File: config.mk
export PLATFORM = sky130hd
export DESIGN_NAME = ff_m_mem_rd_cell_flat
export DESIGN_NICKNAME = d
export VERILOG_FILES = /design/src/rtl/ff_m_mem_rd_cell_if.sv /design/src/rtl/ff_m_mem_rd_cell.sv /design/src/flat_wrapper.sv
export SDC_FILE = /design/constraint.sdc
export NUM_CORES = 1
export LEC_CHECK = 0
export ABC_AREA = 1
export CAP_MARGIN = 15
export CORE_ASPECT_RATIO = 0.9
export CORE_UTILIZATION = 51
export DETAILED_ROUTE_END_ITERATION = 8
export HOLD_SLACK_MARGIN = 0.08
export PLACE_DENSITY = 0.83
export SETUP_SLACK_MARGIN = 0.2
export SLEW_MARGIN = 20
export SYNTH_ARGS = -nofsm -noshare
export SYNTH_HDL_FRONTEND = slang
export SYNTH_SLANG_ARGS = --single-unit
File: constraint.sdc
create_clock -name clk -period 2.4 [get_ports clk]
set_input_delay 0.48 -clock clk [delete_from_list [all_inputs] [get_ports clk]]
set_output_delay 0.48 -clock clk [all_outputs]
set_load 0.1 [all_outputs]
File: src/rtl/ff_m_mem_rd_cell_if.sv
// Read/dump bus between the flop-array read cell and its user.
// The cell uses the slave modport; the requester (or bench) uses master.
interface ff_m_mem_rd_cell_if #(
    parameter int NUMRDPT = 2,
    parameter int BITADDR = 4
);
    localparam int DEPTH = 1 << BITADDR;

    logic [DEPTH-1:0]           mem_bits;
    logic [NUMRDPT-1:0]         read;
    logic [NUMRDPT*BITADDR-1:0] rdaddr;
    logic [NUMRDPT-1:0]         rd_vld;
    logic [NUMRDPT-1:0]         rd_dout;
    logic                       dump_req;
    logic                       dump_busy;
    logic                       dump_vld;
    logic [BITADDR-1:0]         dump_addr;
    logic                       dump_bit;
    logic                       dump_done;

    modport master (
        output mem_bits, read, rdaddr, dump_req,
        input  rd_vld, rd_dout, dump_busy, dump_vld, dump_addr, dump_bit, dump_done
    );

    modport slave (
        input  mem_bits, read, rdaddr, dump_req,
        output rd_vld, rd_dout, dump_busy, dump_vld, dump_addr, dump_bit, dump_done
    );
endinterface

File: src/rtl/ff_m_mem_rd_cell.sv
// Read side of the multi-write flop memory cell: NUMRDPT fixed-latency bit
// read ports plus a snapshot dump engine that streams the array one bit per cycle.
module ff_m_mem_rd_cell #(
    parameter int NUMRDPT  = 2,
    parameter int BITADDR  = 4,
    parameter int RD_DELAY = 1
) (
    input  logic              clk,
    input  logic              rst,
    ff_m_mem_rd_cell_if.slave bus
);
    localparam int DEPTH = 1 << BITADDR;
    localparam logic [BITADDR-1:0] LAST_ADDR = {BITADDR{1'b1}};

    // Stage p0: port address decode against the live array state
    logic [NUMRDPT-1:0] w_rd_bit_p0;

    always_comb begin
        w_rd_bit_p0 = '0;
        for (int i = 0; i < NUMRDPT; i++) begin
            w_rd_bit_p0[i] = bus.mem_bits[bus.rdaddr[(i+1)*BITADDR-1 -: BITADDR]];
        end
    end

    // Stages p0..p(RD_DELAY-1): {valid, data} shift pipeline per port
    logic [NUMRDPT-1:0] r_vld_p [RD_DELAY];
    logic [NUMRDPT-1:0] r_dat_p [RD_DELAY];

    always_ff @(posedge clk) begin
        if (rst) begin
            for (int s = 0; s < RD_DELAY; s++) begin
                r_vld_p[s] <= '0;
                r_dat_p[s] <= '0;
            end
        end else begin
            r_vld_p[0] <= bus.read;
            r_dat_p[0] <= bus.read & w_rd_bit_p0;
            for (int s = 1; s < RD_DELAY; s++) begin
                r_vld_p[s] <= r_vld_p[s-1];
                r_dat_p[s] <= r_dat_p[s-1];
            end
        end
    end

    assign bus.rd_vld  = r_vld_p[RD_DELAY-1];
    assign bus.rd_dout = r_vld_p[RD_DELAY-1] & r_dat_p[RD_DELAY-1];

    // Dump engine: snapshot at start so later writes never leak into the stream
    typedef enum logic [0:0] {S_IDLE, S_RUN} dump_state_t;

    dump_state_t        r_state;
    logic [DEPTH-1:0]   r_snap;
    logic [BITADDR-1:0] r_cnt;
    logic               r_dump_vld;
    logic               r_dump_bit;
    logic               r_dump_done;
    logic               r_dump_busy;

    logic               w_last;
    logic               w_start;
    logic [BITADDR-1:0] w_cnt_nxt;

    // The edge leaving the last bit is the FSM's return to idle, so a held
    // request restarts there without a dead cycle.
    assign w_last    = (r_state == S_RUN) && (r_cnt == LAST_ADDR);
    assign w_start   = bus.dump_req && ((r_state == S_IDLE) || w_last);
    assign w_cnt_nxt = r_cnt + 1'b1;

    always_ff @(posedge clk) begin
        if (rst) begin
            r_state     <= S_IDLE;
            r_snap      <= '0;
            r_cnt       <= '0;
            r_dump_vld  <= 1'b0;
            r_dump_bit  <= 1'b0;
            r_dump_done <= 1'b0;
            r_dump_busy <= 1'b0;
        end else if (w_start) begin
            r_state     <= S_RUN;
            r_snap      <= bus.mem_bits;
            r_cnt       <= '0;
            r_dump_vld  <= 1'b1;
            r_dump_bit  <= bus.mem_bits[0];
            r_dump_done <= 1'b0;
            r_dump_busy <= 1'b1;
        end else if ((r_state == S_RUN) && !w_last) begin
            r_cnt       <= w_cnt_nxt;
            r_dump_bit  <= r_snap[w_cnt_nxt];
            r_dump_done <= (w_cnt_nxt == LAST_ADDR);
        end else begin
            r_state     <= S_IDLE;
            r_cnt       <= '0;
            r_dump_vld  <= 1'b0;
            r_dump_bit  <= 1'b0;
            r_dump_done <= 1'b0;
            r_dump_busy <= 1'b0;
        end
    end

    assign bus.dump_busy = r_dump_busy;
    assign bus.dump_vld  = r_dump_vld;
    assign bus.dump_addr = r_cnt;
    assign bus.dump_bit  = r_dump_bit;
    assign bus.dump_done = r_dump_done;
endmodule

File: src/flat_wrapper.sv
// flat-port wrapper written by rule: the top's interface ports become plain ports
module ff_m_mem_rd_cell_flat 
#(
    parameter int NUMRDPT  = 2,
    parameter int BITADDR  = 4,
    parameter int RD_DELAY = 1
)
  (clk, rst, bus_mem_bits, bus_read, bus_rdaddr, bus_dump_req, bus_rd_vld, bus_rd_dout, bus_dump_busy, bus_dump_vld, bus_dump_addr, bus_dump_bit, bus_dump_done);
  ff_m_mem_rd_cell_if #(.NUMRDPT(NUMRDPT), .BITADDR(BITADDR)) bus_i ();
  input  logic clk;
  input  logic rst;
  input wire logic [$bits(bus_i.mem_bits)-1:0] bus_mem_bits;
  input wire logic [$bits(bus_i.read)-1:0] bus_read;
  input wire logic [$bits(bus_i.rdaddr)-1:0] bus_rdaddr;
  input wire logic [$bits(bus_i.dump_req)-1:0] bus_dump_req;
  output wire logic [$bits(bus_i.rd_vld)-1:0] bus_rd_vld;
  output wire logic [$bits(bus_i.rd_dout)-1:0] bus_rd_dout;
  output wire logic [$bits(bus_i.dump_busy)-1:0] bus_dump_busy;
  output wire logic [$bits(bus_i.dump_vld)-1:0] bus_dump_vld;
  output wire logic [$bits(bus_i.dump_addr)-1:0] bus_dump_addr;
  output wire logic [$bits(bus_i.dump_bit)-1:0] bus_dump_bit;
  output wire logic [$bits(bus_i.dump_done)-1:0] bus_dump_done;
  assign bus_i.mem_bits = bus_mem_bits;
  assign bus_i.read = bus_read;
  assign bus_i.rdaddr = bus_rdaddr;
  assign bus_i.dump_req = bus_dump_req;
  assign bus_rd_vld = bus_i.rd_vld;
  assign bus_rd_dout = bus_i.rd_dout;
  assign bus_dump_busy = bus_i.dump_busy;
  assign bus_dump_vld = bus_i.dump_vld;
  assign bus_dump_addr = bus_i.dump_addr;
  assign bus_dump_bit = bus_i.dump_bit;
  assign bus_dump_done = bus_i.dump_done;
  ff_m_mem_rd_cell #(.NUMRDPT(NUMRDPT), .BITADDR(BITADDR), .RD_DELAY(RD_DELAY)) u_core (.clk(clk), .rst(rst), .bus(bus_i));
endmodule
# After elaboration in Yosys (flattened, before gate mapping)
# Memories as Yosys holds them, arrays and structs flattened.
# Cells that the tools add are included.
# Widths: inputs -> output; s select.
# classes
add_sub_neg,1
magnitude_cmp,3
n_eq_ne,3
muxes,17
bitwise_logic,4
reduce_logical,8
# op_table
operator,n
$lt 4x5->1 const B,3
$bmux 1 s4,3
$mux 1,12
$eq 4x4->1 const B,2
$add 4x1->4 const B,1
$and 2x2->2,2
$mux 2,2
$reduce_or 2->1,2
$logic_and 1x1->1,3
$reduce_or 3->1,1
$ne 2x1->1 const B,1
$not 1->1,2
$logic_not 1->1,1
$logic_or 1x1->1,1
# totals
reg_bits,23
mem_bits_rw,4
inputBits,29
out_inout_bits,12
wordCells,43
n_memories,2
# memory_table
name,depth,width,rd,rd_clocked_by_memory_dff,write_ports,line_no,rtl
u_core.r_dat_p,1,2,1,0,1,ff_m_mem_rd_cell.sv:27,logic [NUMRDPT-1:0] r_dat_p [RD_DELAY];
u_core.r_vld_p,1,2,1,0,1,ff_m_mem_rd_cell.sv:26,logic [NUMRDPT-1:0] r_vld_p [RD_DELAY];

# Logic depth before layout (Yosys ltp)
# Gate-level depths: netlist (run 1).
# depth
ltp_word,6
depth_mapped,9
ltp_nobuf,9

# Worst setup path before layout (run 1)
# Ideal clock, no wire load.
# synth_path
path_kind,register to register
from,reg u_core.r_cnt[0] (netlist: u_core.bus.dump_addr[0])
to,reg u_core.r_dump_bit (netlist: u_core.bus.dump_bit)
setup_ps,114
arrival_ps,2293
required_time_ps,2286
slack_ps,-6
path_stages_with_launch,10
path_buffers,0
period_less_slack_ps,2406
cell_sequence,dfxtp_1 > clkinv_1 > ha_1 > inv_1 > nand3_1 > nand3_1 > nand3_1 > nand2_1 > nand2_1 > nand2_1
# synth_via
word_cells_on_any_way,11
classes_between,add/sub (1); eq/ne (1); mux (4); reduce/logical (5)
# synth_rtl
element,line_no,rtl
start: declaration,ff_m_mem_rd_cell.sv:53,logic [BITADDR-1:0] r_cnt;
start signal: assignment,ff_m_mem_rd_cell.sv:87,r_cnt <= w_cnt_nxt;
$add 4x1->4,ff_m_mem_rd_cell.sv:67,assign w_cnt_nxt = r_cnt + 1'b1;
named net u_core.w_cnt_nxt[0],ff_m_mem_rd_cell.sv:61,logic [BITADDR-1:0] w_cnt_nxt;
$bmux 1 s4,ff_m_mem_rd_cell.sv:88,r_dump_bit <= r_snap[w_cnt_nxt];
$mux 1 (not written as such),ff_m_mem_rd_cell.sv:88,
$mux 1,ff_m_mem_rd_cell.sv:86,end else if ((r_state == S_RUN) && !w_last) begin
$mux 1,ff_m_mem_rd_cell.sv:78,end else if (w_start) begin
end signal: assignment,ff_m_mem_rd_cell.sv:83,r_dump_bit <= bus.mem_bits[0];
end signal: assignment,ff_m_mem_rd_cell.sv:88,
end: declaration,ff_m_mem_rd_cell.sv:55,logic r_dump_bit;
# The timed path passes the listed nets, and every way through them passes these cells. The select of a mux whose other input is x is not followed.
# A chain may end at the register's enable or synchronous reset.

# Final worst setup path (run 1)
# layout_path
from,reg u_core.r_cnt[0] (netlist: u_core.bus.dump_addr[0])
to,reg u_core.r_snap[0]
# layout_via
elab_chain_len,4
# layout_lines
element,line_no,rtl
$eq 4x4->1,ff_m_mem_rd_cell.sv:65,assign w_last = (r_state == S_RUN) && (r_cnt == LAST_ADDR);
$logic_and 1x1->1,ff_m_mem_rd_cell.sv:65,
$logic_or 1x1->1,ff_m_mem_rd_cell.sv:66,assign w_start = bus.dump_req && ((r_state == S_IDLE) || w_last);
$logic_and 1x1->1,ff_m_mem_rd_cell.sv:66,
end signal: assignment,ff_m_mem_rd_cell.sv:80,r_snap <= bus.mem_bits;
end: declaration,ff_m_mem_rd_cell.sv:52,logic [DEPTH-1:0] r_snap;
# No other way between the ends.

==> results of run 1 <==
-- per-layer routing --
layer	vias to the layer above	GRT usage [%]	part of all wire, %
met2	53	38.3	46
li1	788	-	-
met3	4	4.69	5.1
met5	-	0	0
met1	647	28.8	48
met4	0	4.76	0.72
-- registers in the layout, indices dropped and copies added (netlist names) --
name,count
u_core.bus.dump_addr,4
u_core.bus.dump_bit,1
u_core.bus.dump_done,1
u_core.bus.dump_vld,1
u_core.r_dat_p,2
u_core.r_snap,16
u_core.r_vld_p,2
-- critical path, delay by kind of cell, from the launching register on --
kind | cells | cell delay [ns]
flops | 1 | 0.49
fa+ha+maj | 1 | 0.26
buf+inv | 1 | 0.21
compound gates | 2 | 0.25
simple gates | 3 | 0.52
-- cell usage in the layout (no fill, tap or decap) --
cell / count
o31ai_1: 1
nand3_1: 33
nor2_1: 10
xnor2_1: 1
nand2_1: 47
clkdlybuf4s50_1: 28
and3_1: 1
clkinv_2: 1
dfxtp_2: 1
inv_1: 44
ha_1: 2
buf_4: 13
nand2_2: 1
a21oi_1: 20
xor2_1: 3
dfxtp_1: 26
o21ai_2: 1
clkinv_1: 1
o21ai_0: 17
o211ai_1: 6
clkbuf_4: 3
-- where the power goes --
part	internal, W	switching (W)	total, W
Sequential	0.000478	0.0000123	0.000490
Clock	0.0000624	0.000132	0.000194
Combinational	0.0000972	0.000162	0.000260
Total	0.000638	0.000306	0.000944
-- cells by family (layout without fill, tap and decap cells) --
logic type	Yosys count	in the layout	share of synthesized area (%)
xor gates and xnor gates	4	4	2.40
buffers and inverters	53	90	15.2
and+or+nand+nor	92	92	26.8
adders and majority gates	2	2	1.71
DFF	27	27	37.0
AOI/OAI and AO/OA	45	45	16.9
-- cells in the mapped netlist --
master	n
nand3_1	33
o21ai_2	1
buf_4	1
xnor2_1	1
nor2_1	10
clkinv_1	1
buf_2	4
nand2_2	1
a21oi_1	20
clkbuf_1	1
inv_1	44
o21ai_0	17
o211ai_1	6
o31ai_1	1
and3_1	1
nand2_1	47
xor2_1	3
buf_6	2
dfxtp_1	27
ha_1	2
-- metrics by stage --
step / hold WS [ns] / worst slack (ns) / instance area, um2 / instances / power (W)
floorplan: 0.429 / 0.261 / 1460 / 223 / 0.000674
global placement: 0.440 / 0.571 / 1840 / 296 / 0.000757
detailed placement: 0.446 / 0.509 / 1840 / 296 / 0.000759
CTS: 0.466 / 0.578 / 1860 / 300 / 0.000952
global route: 0.482 / 0.333 / 1860 / 300 / 0.00100
finish: 0.463 / 0.584 / 1860 / 300 / 0.000944
-- layout make-up --
type	count	area share (%)
multi-input cells	143	37.4
flip-flops and latches	27	29.1
repair buffers	41	20.3
inverters	45	9.06
well taps	40	2.68
clock buffers	3	1.21
clock inverters	1	0.268
-- final timing paths --
kind,startpoint,to,cells after the start
setup / recovery,u_core.bus.dump_addr[0],u_core.r_snap[0],7
hold / removal,u_core.r_snap[8],u_core.r_snap[8],2
setup reg to reg,u_core.bus.dump_addr[0],u_core.r_snap[0],7
hold reg to reg,u_core.r_snap[8],u_core.r_snap[8],2
==> summary.md, run 1 <==
| Metric | Value |
|---|---|
| CP required | 2.65 ns |
| Final hold viol count | 0 |
| Worst path slowest cell | dfxtp_2 |
| Crit start category | flop |
| IO Pins | 41 |
| Arrival time at the worst endpoint | 2.06 ns |
| Synth cell types | 20 |
| DIE AREA | 3080 um2 |
| Gr ovfl total | 0 |
| HPWL Detailed | 2500 um |
| Yosys warnings | 0 |
| Peak VDD IR | 0.285 mV |
| Crit. End Element | flop |
| Placer Congestion | 0.887 |
| Global-route wire length before repair | 5260 um |
| Tmin final | 1.82 ns |
| Post-CTS setup buffers | 0 |
| Crit Path Class | reg2reg |
| Vias in the first global route | 1272 |
| Footprint of the multi-input gates | 698 um2 |
| Slew headroom | 69.0% |
| # nets final | 292 |
| CTS buffer count | 3 |
| ANT cells | 0 |
| Initial antenna violation count | 0 |
| Reg area | 542 um2 |
| Avg Cell Area, Syn | 6.55 um2 |
| CTS tree | yes |
| R2R setup slack | 0.58 ns |
| Synth area leaders | dfxtp_1, nand2_1, inv_1 |
| Root Buffer Master | clkbuf_4 |
| CTS Buffer Depth | 2 |
| Slew Limit Fails | 0 |
| CP max stage delay | 0.49 ns |
| Outcome | complete, no violations |
| Die Ht | 52.8 um |
| Hold Crit Class | reg2reg |
| Final core occ | 68.4% |
| First-iteration detailed-routing DRC count | 51 |
| Register area share after synthesis | 37.0% |
| Fin crit share | 75.7% |
| Vias per inst | 4.97 |
| CTS resizes | 0 |
| TritonRoute pass-1 iters | 4 |
| Clock Sinks | 27 |
| DR WL/cell | 10.6 um |
| Worst skew pair latency | 0.32 ns |
| IO Port Bufs | 40 |
| CP Max Fanout | 30 |
| Power Density | 506 nW/um2 |
| Initial core utilization | 53.6% |
| Setup TNS | 0 ns |
| Reg clk slew, reported paths | 0.14 ns |
| Worst Max-Slew Pin Slew | 0.464 ns |
| Yosys top cell by area | dfxtp_1 |
| GRT Util Overall | 22.4% |
| Hold_buf cts | 0 |
| Yosys reg bits | 27 |
| DRT Wirelength | 3190 um |
| Via count | 1492 |
| Worst Clk Skew | 0.00186 ns |
| Die width | 58.4 um |
| Post-synth top area share | 37.0% |
| Cell Chain, Critical Path | ha_1, nand2_1, o21ai_2, nand2_2, inv_1, nand3_1, o31ai_1 |
| FILL cells | 249 |
| Synth-to-Final Area Change | 27.6% |
| Max-cap viol count | 0 |
| CTS H-tree lvls | 1 |
| # rows | 18 |
| RSZ-0062 raised after global routing | no |
| Peak Freq | 551 MHz |
| Core area | 2730 um2 |
| Largest net degree at the start of global routing | 31 |
| Final antenna-violating net count | 0 |
| Syn Nets | 254 |
| Share of post-route cells with drive strength above 1 | 7.69% |
| DR DRC count | 0 |
| Mapped cell area | 1460 um2 |
| Post-Synthesis Cells | 223 |
| # setup viols final | 0 |
| Leak | 0.921 nW |
Power figures use the tool's default switching activity.
==> run 2: changes to the inputs <==
CORE_UTILIZATION = 43   (was 51)
PLACE_DENSITY = 0.75   (was 0.83)
clock period = 1.5 ns   (was 2.4 ns; I/O delays follow)
==> run 2 against run 1 <==
Worst setup slack lost 0.43 ns. Hold slack lost 0.0055 ns. Core utilization grew 6.3 points. Flip-flop and latch count is the same. Global-route usage shrank 1.4 points. Sequential power grew 60%. Critical path depth shrank 4. Clock skew grew 0.0024 ns. Combinational power grew 110%. Sequential share of layout area shrank 5.0 points. Power grew 83%. Routed wire length grew 20%. Largest cell class unchanged. Largest power group unchanged.
==> summary.md, run 2 (synthesis results as in run 1) <==
| Metric | Value |
|---|---|
| R2R setup slack | 0.16 ns |
| Most common cell after layout, fill and taps aside | nand2_1 |
| Worst skew pair latency | 0.27 ns |
| Initial antenna violation count | 0 |
| CTS H-tree lvls | 1 |
| Outcome | complete, no violations |
| Fin crit share | 89.5% |
| HPWL Detailed | 2880 um |
| CTS Buffer Depth | 2 |
| Most frequent cells in the layout | nand2_1, inv_1, clkdlybuf4s50_1 |
| Dpl cell area | 2130 um2 |
| Tmin final | 1.34 ns |
| Global-route wire length before repair | 6060 um |
| GRT Util Overall | 21.0% |
| Root Buffer Master | clkbuf_8 |
| Worst Max-Slew Pin Slew | 0.307 ns |
| Slew headroom | 79.5% |
| Placer Congestion | 0.870 |
| DRT Wirelength | 3830 um |
| Final hold viol count | 0 |
| FF-to-FF Start | u_core.bus.dump_addr[0] |
| Hold Path End | u_core.r_snap[12] |
| ANT cells | 0 |
| IO Port Bufs | 40 |
| Gr ovfl total | 0 |
| # nets final | 307 |
| Reg clk slew, reported paths | 0.09 ns |
| Hold slack | 0.458 ns |
| # setup viols final | 0 |
| DIE AREA | 3640 um2 |
| CTS buffer count | 3 |
| IO Pins | 41 |
| CP required | 1.20 ns |
| Via count | 1606 |
| Die Ht | 57.3 um |
| Min-delay src | u_core.r_snap[12] |
| Core area | 3140 um2 |
| Share of post-route cells with drive strength above 1 | 25.1% |
| Largest net degree at the start of global routing | 20 |
| Worst r2r dst | u_core.r_snap[9] |
| Final core occ | 74.7% |
| Finished Cell Area | 2340 um2 |
| Largest Register | u_core.r_snap |
| Hold Crit Class | reg2reg |
| CTS tree | yes |
| Crit start category | flop |
| CP Max Fanout | 2 |
| Leak | 1.08 nW |
| Peak VDD IR | 0.464 mV |
| Min-Delay Path Depth | 2 |
| # rows | 19 |
| Synth-to-Final Area Change | 60.4% |
| Reg2Reg Depth | 7 |
| TritonRoute pass-1 iters | 4 |
| Clock Sinks | 27 |
| DR DRC count | 0 |
| First-iteration detailed-routing DRC count | 101 |
| Setup TNS | 0 ns |
| Max-cap viol count | 0 |
| Arrival time at the worst endpoint | 1.04 ns |
| Vias in the first global route | 1439 |
| Die width | 63.5 um |
| Inst Count DP | 307 |
| Post-route insts no fill | 317 |
| DR WL/cell | 12.1 um |
| Max reg flops | 16 |
| Crit. End Element | output port |
| Final antenna-violating net count | 0 |
| Slew Limit Fails | 0 |
| Worst Clk Skew | 0.00422 ns |
| Initial core utilization | 46.6% |
| Vias per inst | 5.07 |
| RSZ-0062 raised after global routing | yes |
| Peak Freq | 745 MHz |
| Power Density | 737 nW/um2 |
| Crit Path Class | reg2out |
[run 2: cell count changes in the layout (fill, tap and decap cells not counted), sizes merged]
cell           change
buf               +15
clkinvlp           +2
inv                -2
clkdlybuf4s50      -1
dlymetal6s2s       +1
[run 2: layout make-up]
cell class	count	area [um2]
flip-flops and latches	27	564
well taps	42	52.6
clock buffers	3	41.3
inverters	45	186
multi-input cells	143	826
fillers	246	795
repair buffers	56	668
clock inverters	1	5.00
[run 2: worst max-delay path by stage]
stage | from | endpoint | slack, ns | cells past startpoint
4_1_cts | u_core.bus.dump_addr[0] | u_core.r_snap[6] | 0.17 | 7
3_3_place_gp | bus_rdaddr[4] | u_core.r_dat_p[0][1] | 0.02 | 8
5_1_grt | u_core.bus.dump_addr[1] | u_core.bus.dump_bit | 0.09 | 9
2_1_floorplan | u_core.bus.dump_addr[0] | u_core.r_snap[4] | -0.02 | 7
3_5_place_dp | bus_rdaddr[4] | u_core.r_dat_p[0][1] | -0.04 | 8
6_report | u_core.bus.dump_addr[1] | bus_dump_addr[1] | 0.16 | 3
[run 2: per-stage QoR]
stage               setup WS [ns]  power (W)
floorplan                 -0.0164    0.00108
global placement           0.0204    0.00128
detailed placement        -0.0449    0.00129
CTS                         0.170    0.00171
global route               0.0867    0.00183
finish                      0.157    0.00173
[run 2: timing repair]
item	in CTS	in global routing
endpoints found under the setup margin	21	22
gates cloned	0	1
gates resized for setup	20	21
hold buffers	0	0
buffers inserted	2	3
pin swaps	4	5
[run 2: routing by layer]
metal	wire [um]	share of wire, %	vias to the layer above	global-route usage, %
li1	-	-	816	-
met1	1740	45	729	26.5
met2	1890	49	57	36.5
met3	165	4.3	4	4.20
met4	30	0.78	0	5.52
met5	0	0	-	0
[run 2: power by group]
| group | internal, W | total, W | leakage, nW | switching, W |
|---|---|---|---|---|
| clock | 0.000186 | 0.000403 | 0.0255 | 0.000217 |
| combinational | 0.000234 | 0.000541 | 0.827 | 0.000307 |
| sequential | 0.000759 | 0.000784 | 0.227 | 0.0000255 |
| total | 0.00118 | 0.00173 | 1.08 | 0.000550 |
[run 2: worst max-delay path, cell delays in order, from the launching register on]
cell and delay, ns:
dfxtp_4 0.36, buf_6 0.12, buf_4 0.14, buf_12 0.16
==> run 3: changes to the inputs <==
clock period = 1.1 ns   (was 1.5 ns; I/O delays follow)
==> run 3 against run 2 <==
The flow now finishes with violations (setup timing). Final cell count grew 6.9%. Sequential power up 36%. Critical path depth increased by 6. Combinational power rose by 61%. Hold slack worse by 0.21 ns.
==> summary.md, run 3 (synthesis results as in run 1) <==
| Metric | Value |
|---|---|
| Worst Max-Slew Pin Slew | 0.244 ns |
| Initial core utilization | 46.6% |
| Power Density | 957 nW/um2 |
| Tmin final | 1.43 ns |
| FILL cells | 190 |
| DIE AREA | 3640 um2 |
| Failing checks | setup timing |
| Die Ht | 57.3 um |
| Worst Clk Skew | 0.00332 ns |
| Die width | 63.5 um |
| Outcome | complete, but fails checks |
| Arrival time at the worst endpoint | 1.61 ns |
| Largest Register | u_core.r_snap |
| Worst r2r dst | u_core.bus.dump_bit |
| Inst Count DP | 326 |
| R2R setup slack | -0.33 ns |
| Via count | 1742 |
| CP most frequent cell | nand2_1 |
| IO Pins | 41 |
| DR WL/cell | 15.0 um |
| Worst path bufs/invs | 2 |
| Setup WS pre-CTS | -0.325 ns |
| ANT cells | 0 |
| Clock Sinks | 27 |
| Most frequent cells in the layout | nand2_1, inv_1, nand3_1 |
| Crit path from | u_core.bus.dump_addr[1] |
| Slew Limit Fails | 0 |
| Core area | 3140 um2 |
| Reg2Reg Depth | 9 |
| Max reg flops | 16 |
| Worst path slowest cell | dfxtp_4 |
| DR DRC count | 0 |
| Initial antenna violation count | 0 |
| CTS H-tree lvls | 1 |
| Post-route insts no fill | 339 |
| TritonRoute pass-1 iters | 4 |
| Cell Chain, Critical Path | buf_6, ha_4, inv_4, nand3_2, nand3_1, nand3_1, nand2_1, nand2_1, nand2_1 |
| GRT Util Overall | 25.7% |
| CTS tree | yes |
| Max-cap viol count | 0 |
| Gr ovfl total | 0 |
| HPWL Detailed | 3090 um |
| First-iteration detailed-routing DRC count | 95 |
| Largest net degree at the start of global routing | 25 |
| Global-route wire length before repair | 7270 um |
| Placer Congestion | 0.837 |
| Worst skew pair latency | 0.28 ns |
| RSZ-0062 raised after global routing | yes |
| CP Max Fanout | 7 |
| Vias in the first global route | 1662 |
| Final Worst Setup Slack | -0.330 ns |
| Min-Delay Path Depth | 3 |
| Slew headroom | 83.6% |
| Vias per inst | 5.14 |
| DRT Wirelength | 5090 um |
| Root Buffer Master | clkbuf_8 |
| # setup viols final | 33 |
| Worst path depth | 9 |
| Share of post-route cells with drive strength above 1 | 39.1% |
| IO Port Bufs | 40 |
| Crit start category | flop |
| CTS Buffer Depth | 2 |
| Largest delay share family, worst path | simple AND/OR/NAND/NOR gates |
| Fin crit share | 130% |
| Crit. End Element | flop |
| Min-delay src | rst |
| CP endpoint | u_core.bus.dump_bit |
| CP max stage delay | 0.38 ns |
| Most common cell after layout, fill and taps aside | nand2_1 |
| Final antenna-violating net count | 0 |
| Leak | 1.27 nW |
| Reg clk slew, reported paths | 0.10 ns |
| CTS buffer count | 3 |
| Peak VDD IR | 0.959 mV |
| Synth-to-Final Area Change | 80.7% |
| Final hold viol count | 0 |
| Peak Freq | 699 MHz |
| FF-to-FF Start | u_core.bus.dump_addr[1] |
| CP required | 1.28 ns |
| Hold Crit Class | in2reg |
| # rows | 19 |
| # nets final | 329 |
| Crit Path Class | reg2reg |
## run 3: power by group
part           total [W]  leakage, nW  switching (W)  internal (W)
Clock           0.000591       0.0255       0.000335      0.000255
Sequential       0.00107        0.229      0.0000328       0.00103
Combinational   0.000872         1.02       0.000495      0.000377
Total            0.00253         1.27       0.000863       0.00167
## run 3: how the worst min path moves through the flow
stage,slack [ns],end
3_3_place_gp,0.44,u_core.r_snap[4]
6_report,0.24,u_core.bus.dump_vld
2_1_floorplan,0.28,u_core.bus.dump_vld
3_5_place_dp,0.45,u_core.r_snap[14]
5_1_grt,0.27,u_core.bus.dump_vld
4_1_cts,0.34,u_core.r_snap[5]
## run 3: repair_timing
action / CTS / global route
cloned: 1 / 2
gates resized for setup: 68 / 34
buffers inserted: 6 / 0
setup endpoints to repair: 37 / 39
pin swaps: 20 / 16
hold buffers: 0 / 0
## run 3: final cells by class
cell class / count / area (um2) / share of cell area [%]
tap: 42 / 52.6 / 1.99
timing repair buffer: 78 / 871 / 33.0
inverter: 45 / 189 / 7.15
sequential: 27 / 571 / 21.6
clock buffer: 3 / 41.3 / 1.56
clock inverter: 1 / 5.00 / 0.189
multi-input combinational: 143 / 912 / 34.5
## run 3: metal layers
| layer | up-vias | track usage (%) | part of all wire [%] |
|---|---|---|---|
| li1 | 856 | - | - |
| met1 | 794 | 32.0 | 41 |
| met2 | 72 | 44.7 | 51 |
| met3 | 20 | 4.00 | 4.5 |
| met4 | 0 | 10.1 | 4.2 |
| met5 | - | 0 | 0 |
## run 3: metrics by stage
step	util, %	setup TNS [ns]	total power (W)	cell area, um2	hold WS, ns
after floorplan	-	-8.25	0.00149	1560	0.279
after global placement	73.2	-5.08	0.00179	2300	0.441
after detailed placement	73.2	-5.29	0.00180	2300	0.446
after CTS	79.1	-4.83	0.00242	2480	0.341
after global routing	84.2	-7.99	0.00262	2640	0.266
final	84.2	-6.46	0.00253	2640	0.244
## run 3: tightest hold or removal path: stages
cell and delay, ns:
dlymetal6s2s_1 0.11, buf_4 0.13, a21oi_2 0.03
